===== config.mk =====
export PLATFORM = sky130hd
export DESIGN_NAME = dmem_arbiter
export DESIGN_NICKNAME = d
export VERILOG_FILES = /design/src/rtl/dmem_arbiter.sv
export SDC_FILE = /design/constraint.sdc
export NUM_CORES = 1
export LEC_CHECK = 0
export BUFFER_PORTS_ARGS = -buffer_cell sky130_fd_sc_hd__buf_2
export CAP_MARGIN = 20
export CORE_AREA = 2 2 608 610
export CTS_BUF_LIST = sky130_fd_sc_hd__clkbuf_2 sky130_fd_sc_hd__clkbuf_4 sky130_fd_sc_hd__clkbuf_8
export DETAILED_ROUTE_END_ITERATION = 10
export DIE_AREA = 0 0 610 612
export GPL_ROUTABILITY_DRIVEN = 0
export PLACE_DENSITY = 0.3
export SLEW_MARGIN = 20
export SYNTH_ARGS = -nofsm -noshare
export SYNTH_HDL_FRONTEND = slang
export SYNTH_SLANG_ARGS = --single-unit

===== constraint.sdc =====
create_clock -name clk -period 1.8 [get_ports clk]
set_input_delay 0.36 -clock clk [delete_from_list [all_inputs] [get_ports clk]]
set_output_delay 0.36 -clock clk [all_outputs]
set_load 0.01 [all_outputs]

===== src/rtl/dmem_arbiter.sv =====
// dmem_arbiter
//  Shares the single-port vector data RAM between the core MEM stage and a
//  host/debug port. The core normally wins. A starvation counter forces a
//  bounded host slot, and the core is stalled during that slot. Read data is
//  returned to the owner of the grant one cycle later.
module dmem_arbiter #(
    parameter int MEM_WA       = 8,
    parameter int WIDTH_VECTOR = 8,
    parameter int N            = 32,
    parameter int MAX_STARVE   = 16,
    parameter int HOST_BURST   = 4
) (
    input  logic                      clk,
    input  logic                      rst,
    // core MEM-stage side
    input  logic                      core_req,
    input  logic                      core_we,
    input  logic [MEM_WA-1:0]         core_addr,
    input  logic [WIDTH_VECTOR*N-1:0] core_wdata,
    output logic                      core_gnt,
    output logic                      core_stall,
    output logic                      core_rvalid,
    output logic [WIDTH_VECTOR*N-1:0] core_rdata,
    // host/debug side
    input  logic                      host_req,
    input  logic                      host_we,
    input  logic [MEM_WA-1:0]         host_addr,
    input  logic [WIDTH_VECTOR*N-1:0] host_wdata,
    output logic                      host_gnt,
    output logic                      host_rvalid,
    output logic [WIDTH_VECTOR*N-1:0] host_rdata,
    // RAM side
    output logic [MEM_WA-1:0]         ram_addr,
    output logic                      ram_we,
    output logic [WIDTH_VECTOR*N-1:0] ram_wdata,
    input  logic [WIDTH_VECTOR*N-1:0] ram_rdata
);

    localparam int DW = WIDTH_VECTOR * N;
    localparam int SW = $clog2(MAX_STARVE + 1);
    localparam int BW = $clog2(HOST_BURST + 1);

    localparam logic [SW-1:0] STARVE_LAST = SW'(MAX_STARVE - 1);
    localparam logic [SW-1:0] STARVE_SAT  = SW'(MAX_STARVE);
    localparam logic [SW-1:0] STARVE_ONE  = SW'(1);
    localparam logic [SW-1:0] STARVE_ZERO = SW'(0);
    localparam logic [BW-1:0] BURST_LAST  = BW'(HOST_BURST - 1);
    localparam logic [BW-1:0] BURST_ONE   = BW'(1);
    localparam logic [BW-1:0] BURST_ZERO  = BW'(0);

    typedef enum logic {
        ST_CORE_PRI  = 1'b0,
        ST_HOST_SLOT = 1'b1
    } state_t;

    typedef enum logic [1:0] {
        TAG_NONE = 2'd0,
        TAG_CORE = 2'd1,
        TAG_HOST = 2'd2
    } tag_t;

    state_t          state_r;
    logic [SW-1:0]   starve_cnt_r;
    logic [BW-1:0]   burst_cnt_r;
    tag_t            rd_tag_r;

    logic            core_gnt_s;
    logic            host_gnt_s;
    logic            host_loss_s;
    tag_t            rd_tag_nxt_s;

    // Grant decision from the registered state and the live requests; nothing is granted while in reset.
    always_comb begin
        core_gnt_s = 1'b0;
        host_gnt_s = 1'b0;
        if (rst) begin
            core_gnt_s = 1'b0;
            host_gnt_s = 1'b0;
        end else begin
            case (state_r)
                ST_CORE_PRI: begin
                    core_gnt_s = core_req;
                    host_gnt_s = host_req & ~core_req;
                end
                ST_HOST_SLOT: begin
                    core_gnt_s = 1'b0;
                    host_gnt_s = host_req;
                end
                default: begin
                    core_gnt_s = 1'b0;
                    host_gnt_s = 1'b0;
                end
            endcase
        end
    end

    assign host_loss_s = host_req & ~host_gnt_s;

    // RAM port mux: the granted side owns the RAM; an idle cycle parks everything at zero.
    always_comb begin
        ram_addr  = {MEM_WA{1'b0}};
        ram_we    = 1'b0;
        ram_wdata = {DW{1'b0}};
        if (core_gnt_s) begin
            ram_addr  = core_addr;
            ram_we    = core_we;
            ram_wdata = core_wdata;
        end else if (host_gnt_s) begin
            ram_addr  = host_addr;
            ram_we    = host_we;
            ram_wdata = host_wdata;
        end else begin
            ram_addr  = {MEM_WA{1'b0}};
            ram_we    = 1'b0;
            ram_wdata = {DW{1'b0}};
        end
    end

    // Owner tag for the read beat issued this cycle; writes and idle cycles carry no tag.
    always_comb begin
        rd_tag_nxt_s = TAG_NONE;
        if (core_gnt_s && !core_we) begin
            rd_tag_nxt_s = TAG_CORE;
        end else if (host_gnt_s && !host_we) begin
            rd_tag_nxt_s = TAG_HOST;
        end else begin
            rd_tag_nxt_s = TAG_NONE;
        end
    end

    // Arbitration FSM with starvation and burst counters plus the read-return tag register.
    always_ff @(posedge clk or posedge rst) begin
        if (rst) begin
            state_r      <= ST_CORE_PRI;
            starve_cnt_r <= STARVE_ZERO;
            burst_cnt_r  <= BURST_ZERO;
            rd_tag_r     <= TAG_NONE;
        end else begin
            rd_tag_r <= rd_tag_nxt_s;
            case (state_r)
                ST_CORE_PRI: begin
                    if (host_loss_s) begin
                        if (starve_cnt_r == STARVE_LAST) begin
                            // host has lost MAX_STARVE cycles in a row: hand it the bus
                            state_r      <= ST_HOST_SLOT;
                            starve_cnt_r <= STARVE_ZERO;
                            burst_cnt_r  <= BURST_ZERO;
                        end else if (starve_cnt_r != STARVE_SAT) begin
                            starve_cnt_r <= starve_cnt_r + STARVE_ONE;
                        end else begin
                            starve_cnt_r <= starve_cnt_r;
                        end
                    end else begin
                        // host either got the bus or stopped asking
                        starve_cnt_r <= STARVE_ZERO;
                    end
                end
                ST_HOST_SLOT: begin
                    if (!host_req) begin
                        // host gave up early: core regains the bus next cycle
                        state_r <= ST_CORE_PRI;
                    end else if (host_gnt_s) begin
                        if (burst_cnt_r == BURST_LAST) begin
                            state_r <= ST_CORE_PRI;
                        end else begin
                            burst_cnt_r <= burst_cnt_r + BURST_ONE;
                        end
                    end else begin
                        burst_cnt_r <= burst_cnt_r;
                    end
                end
                default: begin
                    state_r      <= ST_CORE_PRI;
                    starve_cnt_r <= STARVE_ZERO;
                    burst_cnt_r  <= BURST_ZERO;
                end
            endcase
        end
    end

    assign core_gnt    = core_gnt_s;
    assign host_gnt    = host_gnt_s;
    assign core_stall  = core_req & ~core_gnt_s;

    assign core_rvalid = (rd_tag_r == TAG_CORE);
    assign host_rvalid = (rd_tag_r == TAG_HOST);
    assign core_rdata  = core_rvalid ? ram_rdata : {DW{1'b0}};
    assign host_rdata  = host_rvalid ? ram_rdata : {DW{1'b0}};

endmodule

## Word-level counts from Yosys, hierarchy flattened

Cells that the tools add are included.

| word-level totals | value |
|---|---|
| logic and storage cells | 59 |
| bits of input ports | 790 |
| output and inout port bits | 782 |
| register bits after elaboration | 11 |

| cells by class | value |
|---|---|
| equal/unequal tests | 11 |
| bitwise operators | 7 |
| mux-type cells | 29 |
| $add $sub $neg | 2 |
| reduce and logical (&&, ||, !) cells | 6 |

Operators by type and width:

| kind | number |
|---|---|
| $mux 256 | 4 |
| $mux 8 | 2 |
| $mux 3 | 5 |
| $mux 5 | 3 |
| $mux 1 | 9 |
| $ne 2x2->1 const B | 4 |
| $pmux 1 s2 | 3 |
| $pmux 3 s2 | 1 |
| $add 5x1->5 const B | 1 |
| $eq 5x4->1 const B | 1 |
| $ne 5x5->1 const B | 1 |
| $reduce_and 5->1 | 1 |
| $mux 2 | 2 |
| $not 1->1 | 4 |
| $add 3x1->3 const B | 1 |
| $and 1x1->1 | 3 |
| $eq 3x2->1 const B | 1 |
| $ne 3x1->1 const B | 1 |
| $eq 2x1->1 const B | 1 |
| $eq 2x2->1 const B | 1 |
| $logic_and 1x1->1 | 2 |
| $logic_not 1->1 | 2 |
| $ne 2x1->1 const B | 1 |
| $reduce_and 2->1 | 1 |

## Logic depth before layout (Yosys ltp)

| logic depth | value |
|---|---|
| word-level depth | 8 |
| depth in mapped cells | 7 |
| mapped depth without buffers | 6 |

## Worst setup path after synthesis

Ideal clock, no wire load.

| timing path | value |
|---|---|
| path type | register -> output |
| start point | register state_r |
| end point | output port ram_wdata[212] |
| path slack | 45 ps |
| arrival time | 1395 ps |
| stages on the path, launching flop included | 8 |
| cell sequence | dfrtp_1 -> buf_4 -> nand2b_4 -> and2_1 -> buf_6 -> buf_6 -> buf_4 -> a22o_1 |

| between the ends | value |
|---|---|
| cells in the longest elaborated chain, start to end | 5 |
| elaborated cells on any way between the ends | 7 |
| those cells by class | 6 x mux; 1 x bitwise |

RTL lines:

| what | line | RTL |
|---|---|---|
| start: declaration | 62 | `state_t state_r;` |
| start signal: assignment | 134 | `state_r <= ST_CORE_PRI;` |
| start signal: assignment | 145 | `state_r <= ST_HOST_SLOT;` |
| start signal: assignment | 161 | `state_r <= ST_CORE_PRI;` |
| $not 1->1 (no line) | -- |  |
| $pmux 1 s2 | 80 | `case (state_r)` |
| $mux 1 | 76 | `if (rst) begin` |
| $mux 256 | 108 | `end else if (host_gnt_s) begin` |
| $mux 256 * | 104 | `if (core_gnt_s) begin` |
| end: declaration | 35 | `output logic [WIDTH_VECTOR*N-1:0] ram_wdata,` |

Mark *: on every way between the ends. The rest lies on a longest branch, timed or not.

## Final worst setup path

| timing path | value |
|---|---|
| start point | register state_r |
| end point | output port ram_wdata[241] |

The elaborated chain is that of the path after synthesis.

==> impl_metrics.tcl <==
set metrics [dict create \
    dp_slack_ps -615 \
    drc_errors 0 \
    hpwl_mm 267 \
    drv_cap 0 \
    cp_cell_sequence "nand2b_4 -> and2_4 -> buf_12 -> buf_4 -> buf_12 -> a22o_4 -> buf_6" \
    drtIter0Drc 1520 \
    synth_flop_cell "dfrtp_1" \
    synth-seq-cells 11 \
    timing.fmax_mhz 432 \
    ctsHoldBuffers 0 \
    slew_viol_final 0 \
    slowest_stage "dfrtp_1" \
    crit_fanout 16 \
    synth_most_common_cell "and2_1" \
    finalSetupTns_ps -268730 \
    finalCritPeriodShare_pct 129 \
    drt_wl_total_mm 292 \
    path_clk_slew_ps 60 \
    synth_edf_count 0 \
    critPathLaunchType "flip-flop" \
    worstSetupEndpointType "primary output" \
    cts_inserted_buffers 3 \
    antenna_found_initial 435 \
    die_x_um 610 \
    portBuffers 1571 \
    cts-root-buf "clkbuf_8" \
    yosysUniqueCellTypes 28 \
    cts.sinks 11 \
    regArea_um2 275 \
    grt_pass1_vias 14600 \
    p_leak_uw 0.0122 \
    final-hold-violation-count 0 \
    violations "setup timing" \
    power_density_nw_per_um2 235 \
    fillers 43500 \
    grt_max_degree 68 \
    fin_ws_ps -517 \
    rows 223 \
    path_class "reg2out" \
    die_area_um2 373000 \
    drive_above_1_share_pct 72.4 \
    status "finished, violations left" \
    synthesis.nets 1751 \
    syn_area_um2 6800 \
    period_minus_slack_ps 2320 \
    coreArea_um2 367000 \
    synth_top_cell_by_area "and2_1" \
    cts_tree "done" \
    dieHeight_um 612 \
    wl_per_cell_um 38.8 \
    h-tree-depth 1 \
    final_nets 3353 \
    utilization_pct 7.07 \
    worst-slew-pin-transition_ps 542 \
    postRouteAntennaNets 0 \
    setup_violations 782 \
    synthTopCellsByArea "and2_1 (47%), a22o_1 (34%), buf_6 (4.1%), dfrtp_1 (4.0%), clkbuf_1 (3.2%)" \
    arrival_ps 1960 \
    grtUsageTotal_pct 14.6 \
    hold_class "in2async" \
    async_flop_share_pct 100 \
    pin_count 1572 \
    vias 18400 \
    grt_pass1_wl_mm 318 \
    r2r_cells 5 \
    clk_path_buf_depth 2 \
    grt.overflow.total 0 \
    yosysSeqAreaShare_pct 4.05 \
    yosys_warnings 0 \
    rsz0062_at_grt "yes" \
    drt_pre_antenna_iters 5 \
    peakVddDrop_mv 0.144 \
    clock_latency_ps 240 \
    areaGrowthSynthToFinish_pct 282 \
    worstPathRequired_ps 1440 \
    start_util_pct 1.85 \
    clock_skew_ps 1.30 \
    vias_per_cell 2.44 \
    multi_input_area_um2 6950 \
    synth_top_area_share_pct 47.3 \
    slew_headroom_pct 63.5 \
    synth_common_cells "and2_1 (514), a22o_1 (266), clkbuf_1 (58), buf_2 (29), buf_6 (25)" \
    avgSynthCellArea_um2 7.11 \
    syn_inst 957 \
    crit_path_max_incr_delay_ps 380 \
    cpMostUsedCell "buf_12" \
]
## state kept, by name, summed over array words and instances, names as in the netlist
name          flops
starve_cnt_r      5
state_r           1
rd_tag_r          2
burst_cnt_r       3
## layout by cell type, fill, tap and decap left out, types with 2 or more instances in the layout
master and count:
a22o_1 144, a22o_4 122, and2_1 505, and2_4 9, buf_12 152, buf_16 15, buf_2 1385, buf_4 59
buf_6 72, buf_8 11, clkbuf_16 19, clkbuf_8 3, dfrtp_1 11, diode_2 137, ha_1 4, inv_1 5
nand2_1 6, nand3b_1 2, nor2_1 3, nor2b_1 6, nor2b_4 2, nor3_1 2, o21a_1 2, o21ai_0 6
o22ai_1 2
## through the flow
stage / hold WS (ps) / std cells / power [µW] / cell area, µm²
floorplan: 212 / 957 / 1420 / 6800
global placement: 505 / 7336 / 5180 / 22700
detailed placement: 494 / 7336 / 5130 / 22700
CTS: 257 / 7358 / 5870 / 24400
global route: 269 / 7448 / 6290 / 25800
finish: 261 / 7532 / 6110 / 26000
## worst paths after layout
| check | endpoint | start | slack [ps] |
|---|---|---|---|
| min in group clk | rd_tag_r[1]$_DFF_PP0_ | host_we | 340 |
| max in group asynchronous | starve_cnt_r[1]$_DFFE_PP0P_ | rst | 1210 |
| min reg2reg | burst_cnt_r[0]$_DFFE_PP0P_ | burst_cnt_r[0]$_DFFE_PP0P_ | 510 |
| min | state_r$_DFF_PP0_ | rst | 260 |
| max | ram_wdata[241] | state_r$_DFF_PP0_ | -520 |
| max reg2reg | burst_cnt_r[0]$_DFFE_PP0P_ | starve_cnt_r[0]$_DFFE_PP0P_ | 130 |
## logic make-up (layout without fill, tap and decap cells)
group,Yosys count,in the layout,share of synthesized area [%]
flip-flops,11,11,4.05
AO/OA/AOI/OAI,280,280,35.5
other,0,137,0
adder cells (fa/ha/maj),4,4,0.736
buffers and inverters,121,1722,10.1
AND/OR/NAND/NOR,541,541,49.6
## final cells by class
class | count | share of cell area [%]
multi-input cells | 825 | 26.8
clock inverters | 1 | 0.0193
inverters | 5 | 0.0723
flip-flops and latches | 11 | 1.06
clock buffers | 3 | 0.159
well taps | 4837 | 23.3
diodes | 137 | 1.32
repair buffers | 1713 | 47.3
## report_power, final
group	switching, µW	internal (µW)
combinational	3070	2520
clock	106	153
sequential	8.12	255
total	3190	2920
## timing repair
item,in CTS,in global routing
resized for setup,239,140
cloned,8,20
buffers inserted,10,18
setup endpoints to repair,771,782
pin swaps,12,60
## per-layer routing
layer | track usage, % | wire (µm) | vias up
met2 | 26.5 | 147000 | 2074
met5 | 0.0258 | 1890 | -
met3 | 7.89 | 36700 | 1088
met1 | 12.8 | 85800 | 8250
li1 | - | - | 6738
met4 | 7.91 | 20500 | 254
## worst max-delay path: cells and delay by family, from the launching register on
family / cells / cell delay [ps]
buffers and inverters: 4 / 640
flip-flops: 1 / 380
AND/OR/NAND/NOR: 2 / 340
AO/OA/AOI/OAI: 1 / 280
Power figures use the tool's default switching activity.
